[config.mk]
export PLATFORM = sky130hd
export DESIGN_NAME = uart_core
export DESIGN_NICKNAME = d
export VERILOG_FILES = /design/src/rtl/uart_core.sv
export SDC_FILE = /design/constraint.sdc
export NUM_CORES = 1
export LEC_CHECK = 0
export CORE_MARGIN = 8
export CORE_UTILIZATION = 60
export DETAILED_ROUTE_END_ITERATION = 8
export PLACE_DENSITY = 0.84
export SYNTH_ARGS = -nofsm -noshare
export SYNTH_HDL_FRONTEND = slang
export SYNTH_SLANG_ARGS = --single-unit
[constraint.sdc]
create_clock -name clock -period 5.5 [get_ports clock]
set_input_delay 1.1 -clock clock [delete_from_list [all_inputs] [get_ports clock]]
set_output_delay 1.1 -clock clock [all_outputs]
set_load 0.01 [all_outputs]
[src/rtl/uart_core.sv]
// uart_core: full-duplex 8N1 UART (start 0, 8 data bits LSB first, stop 1).
// TX and RX are independent FSMs sharing one clock. Every host-facing and
// serial output is a flop, so there is no combinational path from inputs.
// tx_state_dbg / rx_state_dbg expose the current FSM states for observation.
module uart_core #(
  parameter int CLKS_PER_BIT = 868
) (
  input  logic       clock,
  input  logic       rst,
  input  logic [7:0] tx_data,
  input  logic       tx_send,
  output logic       tx_busy,
  output logic       tx,
  input  logic       rx,
  output logic [7:0] rx_data,
  output logic       rx_valid,
  output logic [1:0] tx_state_dbg,
  output logic [2:0] rx_state_dbg
);

  // Host handshake: tx_send is a request that is taken only in a cycle where
  // tx_busy=0 (tx_data captured in that cycle); requests while busy are dropped.
  // rx_valid is a one-cycle pulse with no back-pressure; rx_data is valid in
  // that cycle and held until the next good frame.

  typedef enum logic [1:0] {TX_IDLE, TX_START, TX_DATA, TX_STOP} tx_state_t;
  typedef enum logic [2:0] {RX_IDLE, RX_START, RX_DATA, RX_STOP, RX_WAIT_IDLE} rx_state_t;

  localparam int CW = $clog2(CLKS_PER_BIT);
  localparam logic [CW-1:0] BIT_LAST  = CW'(CLKS_PER_BIT - 1);
  localparam logic [CW-1:0] HALF_LAST = CW'(CLKS_PER_BIT / 2 - 1);

  // ---------------------------------------------------------------- TX
  tx_state_t     tx_state, tx_state_n;
  logic [CW-1:0] tx_cnt, tx_cnt_n;
  logic [2:0]    tx_idx, tx_idx_n;
  logic [7:0]    tx_buf, tx_buf_n;
  logic          tx_q, tx_n;
  logic          tx_busy_q, tx_busy_n;

  // TX state register and registered outputs
  always_ff @(posedge clock) begin
    if (rst) begin
      tx_state  <= TX_IDLE;
      tx_cnt    <= '0;
      tx_idx    <= '0;
      tx_buf    <= '0;
      tx_q      <= 1'b1;
      tx_busy_q <= 1'b0;
    end else begin
      tx_state  <= tx_state_n;
      tx_cnt    <= tx_cnt_n;
      tx_idx    <= tx_idx_n;
      tx_buf    <= tx_buf_n;
      tx_q      <= tx_n;
      tx_busy_q <= tx_busy_n;
    end
  end

  // TX next state: each non-idle state lasts CLKS_PER_BIT cycles
  always_comb begin
    tx_state_n = tx_state;
    tx_cnt_n   = tx_cnt + CW'(1);
    tx_idx_n   = tx_idx;
    tx_buf_n   = tx_buf;
    case (tx_state)
      TX_IDLE: begin
        tx_cnt_n = '0;
        if (tx_send) begin
          tx_buf_n   = tx_data;
          tx_idx_n   = '0;
          tx_state_n = TX_START;
        end
      end
      TX_START: begin
        if (tx_cnt == BIT_LAST) begin
          tx_cnt_n   = '0;
          tx_idx_n   = '0;
          tx_state_n = TX_DATA;
        end
      end
      TX_DATA: begin
        if (tx_cnt == BIT_LAST) begin
          tx_cnt_n = '0;
          if (tx_idx == 3'd7) tx_state_n = TX_STOP;
          else                tx_idx_n   = tx_idx + 3'd1;
        end
      end
      TX_STOP: begin
        if (tx_cnt == BIT_LAST) begin
          tx_cnt_n   = '0;
          tx_idx_n   = '0;
          tx_state_n = TX_IDLE;
        end
      end
      default: begin
        tx_cnt_n   = '0;
        tx_state_n = TX_IDLE;
      end
    endcase
  end

  // TX outputs decoded from the next state so the pin flop lines up with it
  always_comb begin
    tx_busy_n = (tx_state_n != TX_IDLE);
    tx_n      = 1'b1;
    case (tx_state_n)
      TX_START: tx_n = 1'b0;
      TX_DATA:  tx_n = tx_buf_n[tx_idx_n];
      default:  tx_n = 1'b1;
    endcase
  end

  assign tx           = tx_q;
  assign tx_busy      = tx_busy_q;
  assign tx_state_dbg = tx_state;

  // ---------------------------------------------------------------- RX
  rx_state_t     rx_state, rx_state_n;
  logic [CW-1:0] rx_cnt, rx_cnt_n;
  logic [2:0]    rx_idx, rx_idx_n;
  logic [7:0]    rx_shift, rx_shift_n;
  logic [7:0]    rx_data_q, rx_data_n;
  logic          rx_valid_q, rx_valid_n;
  logic          rx_meta, rx_s;

  // Two-flop synchronizer for the asynchronous rx pin; idles high
  always_ff @(posedge clock) begin
    if (rst) begin
      rx_meta <= 1'b1;
      rx_s    <= 1'b1;
    end else begin
      rx_meta <= rx;
      rx_s    <= rx_meta;
    end
  end

  // RX state register and registered outputs
  always_ff @(posedge clock) begin
    if (rst) begin
      rx_state   <= RX_IDLE;
      rx_cnt     <= '0;
      rx_idx     <= '0;
      rx_shift   <= '0;
      rx_data_q  <= '0;
      rx_valid_q <= 1'b0;
    end else begin
      rx_state   <= rx_state_n;
      rx_cnt     <= rx_cnt_n;
      rx_idx     <= rx_idx_n;
      rx_shift   <= rx_shift_n;
      rx_data_q  <= rx_data_n;
      rx_valid_q <= rx_valid_n;
    end
  end

  // RX next state: recheck start at half a bit, then sample every full bit
  always_comb begin
    rx_state_n = rx_state;
    rx_cnt_n   = rx_cnt + CW'(1);
    rx_idx_n   = rx_idx;
    rx_shift_n = rx_shift;
    case (rx_state)
      RX_IDLE: begin
        rx_cnt_n = '0;
        rx_idx_n = '0;
        if (!rx_s) rx_state_n = RX_START;
      end
      RX_START: begin
        if (rx_cnt == HALF_LAST) begin
          rx_cnt_n   = '0;
          rx_idx_n   = '0;
          rx_state_n = rx_s ? RX_IDLE : RX_DATA;
        end
      end
      RX_DATA: begin
        if (rx_cnt == BIT_LAST) begin
          rx_cnt_n   = '0;
          rx_shift_n = {rx_s, rx_shift[7:1]};
          if (rx_idx == 3'd7) rx_state_n = RX_STOP;
          else                rx_idx_n   = rx_idx + 3'd1;
        end
      end
      RX_STOP: begin
        if (rx_cnt == BIT_LAST) begin
          rx_cnt_n   = '0;
          rx_state_n = rx_s ? RX_IDLE : RX_WAIT_IDLE;
        end
      end
      RX_WAIT_IDLE: begin
        rx_cnt_n = '0;
        if (rx_s) rx_state_n = RX_IDLE;
      end
      default: begin
        rx_cnt_n   = '0;
        rx_state_n = RX_IDLE;
      end
    endcase
  end

  // RX outputs: publish the byte only when the stop bit samples high
  always_comb begin
    rx_valid_n = (rx_state == RX_STOP) && (rx_cnt == BIT_LAST) && rx_s;
    rx_data_n  = rx_valid_n ? rx_shift : rx_data_q;
  end

  assign rx_data      = rx_data_q;
  assign rx_valid     = rx_valid_q;
  assign rx_state_dbg = rx_state;

endmodule

==> metrics.md <==
| Metric | Value |
|---|---|
| Clock transition at path regs | `roughly 70 ps` |
| Initial antenna violation count | `0` |
| Detail Route Antenna Nets | `0` |
| DRC | `0` |
| Synth Area in Compound Gates | `11.4%` |
| H-tree levels | `3` |
| Root buffer cell | `clkbuf_8` |
| VDD IR-drop max | `196 uV` |
| Pwr/cell area | `roughly 280 mW/mm2` |
| Startpoint types | `primary input` |
| Cts hold-fix bufs | `0` |
| CTS tree | `done` |
| Synth Area in Adders | `between 2 and 3%` |
| R2r worst-path depth | `8` |
| RR Endpoint | `rx_data[5]$_SDFFE_PP0P_` |
| Final Hold Fails | `0` |
| Worst Tran Pin Value | `between 800 and 900 ps` |
| Clock share of power | `42.5%` |
| Clock period minus worst slack | `2830 ps` |
| Yosys warns | `0` |
| I/O Pins | `28` |
| Total grt overflow | `0` |
| Number of core rows | `24` |
| Worst setup EP type | `flop` |
| Synth unique cells | `47` |
| Gp weighted congestion | `0.823` |
| Most frequent cells in the layout | `60 x dfxtp_1, 49 x nor2_1, 42 x nand2_1, 27 x clkdlybuf4s50_1, 22 x a21oi_1` |
| HP Start | `rx_meta$_SDFF_PP1_` |
| WS Path Type | `primary input to flop` |
| Die Area | `0.00670 mm2` |
| Clock Path Buffers | `2` |
| CP Cell Sequence | `clkdlybuf4s50_1 > inv_1 > a22o_1 > a211oi_4 > mux2i_1 > a211oi_2 > o311a_1` |
| Synth Area in Simple Gates | `26.5%` |
| Post-synthesis sequential area ratio | `46.1%` |
| Insertion delay to the later sink of the worst-skew pair | `roughly 340 ps` |
| Die Span Y | `81.9 um` |
| DR vias/cell | `5.55` |
| Core ar. | `0.00426 mm2` |
| Die width | `81.9 um` |
| Syn avg cell area | `around 8.6 um2` |
| Worst path max stage delay | `between 500 and 600 ps` |
| Hold Crit Depth | `1` |
| Layout cells sized above 1 | `7.25%` |
| Post-CTS setup buffers | `0` |
| Layout Nets | `344` |
| Tcrit/Tclk final | `51.5%` |
| CTS sink cnt | `60` |
| DR WL/cell | `12.9 um` |
| Worst hold-check path type | `flop to flop` |
| Seq pwr share | `between 50 and 60%` |
| First-pass GRT wire length | `8.20 mm` |
| Multiplexer share of the synthesized area | `between 4 and 5%` |
| Commonest non-fill, non-tap cell in the layout | `dfxtp_1` |
| Outcome | `finished, final reports clean` |
| RSZ-0062 raised after global routing | `no` |
| Final setup viols | `0` |
| Async set-reset flop share out of synthesis | `0%` |
| Initial drt markers | `about 110` |
| Fin Setup TNS | `0 ps` |
| Hold path endpoint | `rx_s$_SDFF_PP1_` |
| Slew Viols, Final | `0` |
| Max-Cap Viols | `0` |
| Port-buffer cells | `27` |
| Top_reg_cell synth | `dfxtp_1` |
| Mapped cell area | `0.00260 mm2` |
| Post-CTS sizing | `0` |
| Sw Ratio | `22.8%` |
| EDFF count, synth | `0` |
| Total GRT Usage | `15.6%` |
| Drt pass-1 iters | `4` |
| Comb power frac | `5.9%` |
| Skew final | `7.97 ps` |
| Largest family of logic cells by synthesized area | `simple AND/OR/NAND/NOR gates` |
| Post-synthesis xor/xnor area fraction | `5.72%` |
| Final Total Pwr | `875 uW` |
| Total CTS buffers | `9` |
| Critical Path RT | `5730 ps` |
| Synthesized Nets | `320` |
| Worst path slowest cell | `clkdlybuf4s50_1` |
| Vias in the first global route | `1929` |
| Layout area overhead | `17.9%` |
| CP top delay family | `compound AO/OA/AOI/OAI gates` |
| HPWL Detailed | `3.38 mm` |
| Routed Wire Length | `4.93 mm` |
| Seq cells post-synth | `60` |
| Initial Util | `61.1%` |
| Cell count after synthesis | `302` |
| Leakage | `0.00117 uW` |
| Internal power | `between 600 and 700 uW` |
| Fmax | `0.353 GHz` |
| Largest net degree at the start of global routing | `25` |
| Critical path buffers and inverters | `2` |
| Slew Limit Headroom | `40.7%` |
| Ant. Diodes | `0` |
| Critical Path AT | `around 3000 ps` |
| Critical R2R Launch | `rx_cnt[0]$_SDFF_PP0_` |
| Vias | `2127` |
| R2R setup slack | `2930 ps` |
| Psw | `200 uW` |
| Worst-path fanout max | `5` |
## metal layers
| layer | share of wire [%] | GRT usage, % |
|---|---|---|
| met5 | 0 | 0 |
| met4 | 2.7 | 10.2 |
| met3 | 4.4 | 4.49 |
| met2 | 46 | 25.1 |
| met1 | 47 | 17.9 |
## synthesized netlist by cell type (all sizes together), types with 2 or more instances
library cell   n  area share (%)
a31oi          2            0.48
mux2i         11             4.2
nand4          2            0.48
nor4bb         2            0.77
a21oi         22             4.2
clkbuf        12             1.7
and3           5             1.2
a211oi         2             1.2
dfxtp         60              46
xor2          10             3.4
nand3         20             4.0
o21ai          4            0.77
or2            3            0.72
inv            3            0.43
nor3           8             1.5
nor2          49             7.1
nor2b          3            0.72
nor3b          3             1.2
buf            3            0.58
xnor2          7             2.4
nand2         42             6.1
a22oi          3            0.86
ha             6             2.9
or3            2            0.48
## metrics by stage
step	util, %	instance area [um2]	cells	hold slack, ps	setup slack [ps]
2_1_floorplan	-	2600	302	389	3010
3_3_place_gp	67.7	2890	367	391	2410
3_5_place_dp	67.7	2890	367	392	2350
4_1_cts	72.0	3070	383	407	2710
5_1_grt	72.0	3070	383	432	2620
6_report	72.0	3070	383	406	2670
## logic make-up (layout without fill, tap and decap cells)
kind of cell	count (synthesis)	count (layout)
AO/OA/AOI/OAI	44	44
XOR/XNOR	17	17
AND/OR/NAND/NOR	145	145
adder cells (fa/ha/maj)	6	6
buffers and inverters	18	47
flip-flops	60	60
multiplexers	12	12
## final cells by class
cell class | count | area [um2]
clock buffers | 11 | 131
clock inverters | 5 | 52.6
fillers | 339 | 1190
inverters | 3 | 11.3
multi-input cells | 224 | 1330
flip-flops and latches | 60 | 1200
well taps | 52 | 65.1
repair buffers | 28 | 278
## how the worst max path moves through the flow
| stage | cells past startpoint | startpoint | slack [ps] | to |
|---|---|---|---|---|
| 5_1_grt | 7 | tx_send | 2620 | tx$_SDFF_PP1_ |
| 2_1_floorplan | 6 | tx_send | 3010 | tx$_SDFF_PP1_ |
| 3_5_place_dp | 7 | tx_send | 2350 | tx$_SDFF_PP1_ |
| 6_report | 7 | tx_send | 2670 | tx$_SDFF_PP1_ |
| 3_3_place_gp | 7 | tx_send | 2410 | tx$_SDFF_PP1_ |
| 4_1_cts | 7 | tx_send | 2710 | tx$_SDFF_PP1_ |
## worst register-to-register path, delay by kind of cell (launching register included)
family          cells  cell delay (ps)
fa+ha+maj           1              230
flops               1              400
simple gates        6             1710
compound gates      1               80
## sequential cells by signal (all words and copies together) (netlist names)
signal,count
tx_cnt,10
rx_s,1
rx_data,8
tx_buf,8
tx_busy,1
rx_cnt,10
rx_state_dbg,3
rx_valid,1
tx_idx,3
tx,1
rx_idx,3
tx_state_dbg,2
rx_shift,8
rx_meta,1
## power by group through the flow
stage	combinational [uW]	clock (uW)	sequential, uW
after global routing	57.1	396	454
after detailed placement	51.3	0	462
after CTS	51.6	379	452
after floorplan	34.2	0	458
final	51.2	372	452
after global placement	50.5	0	461
(Power assumes the default switching activity.)
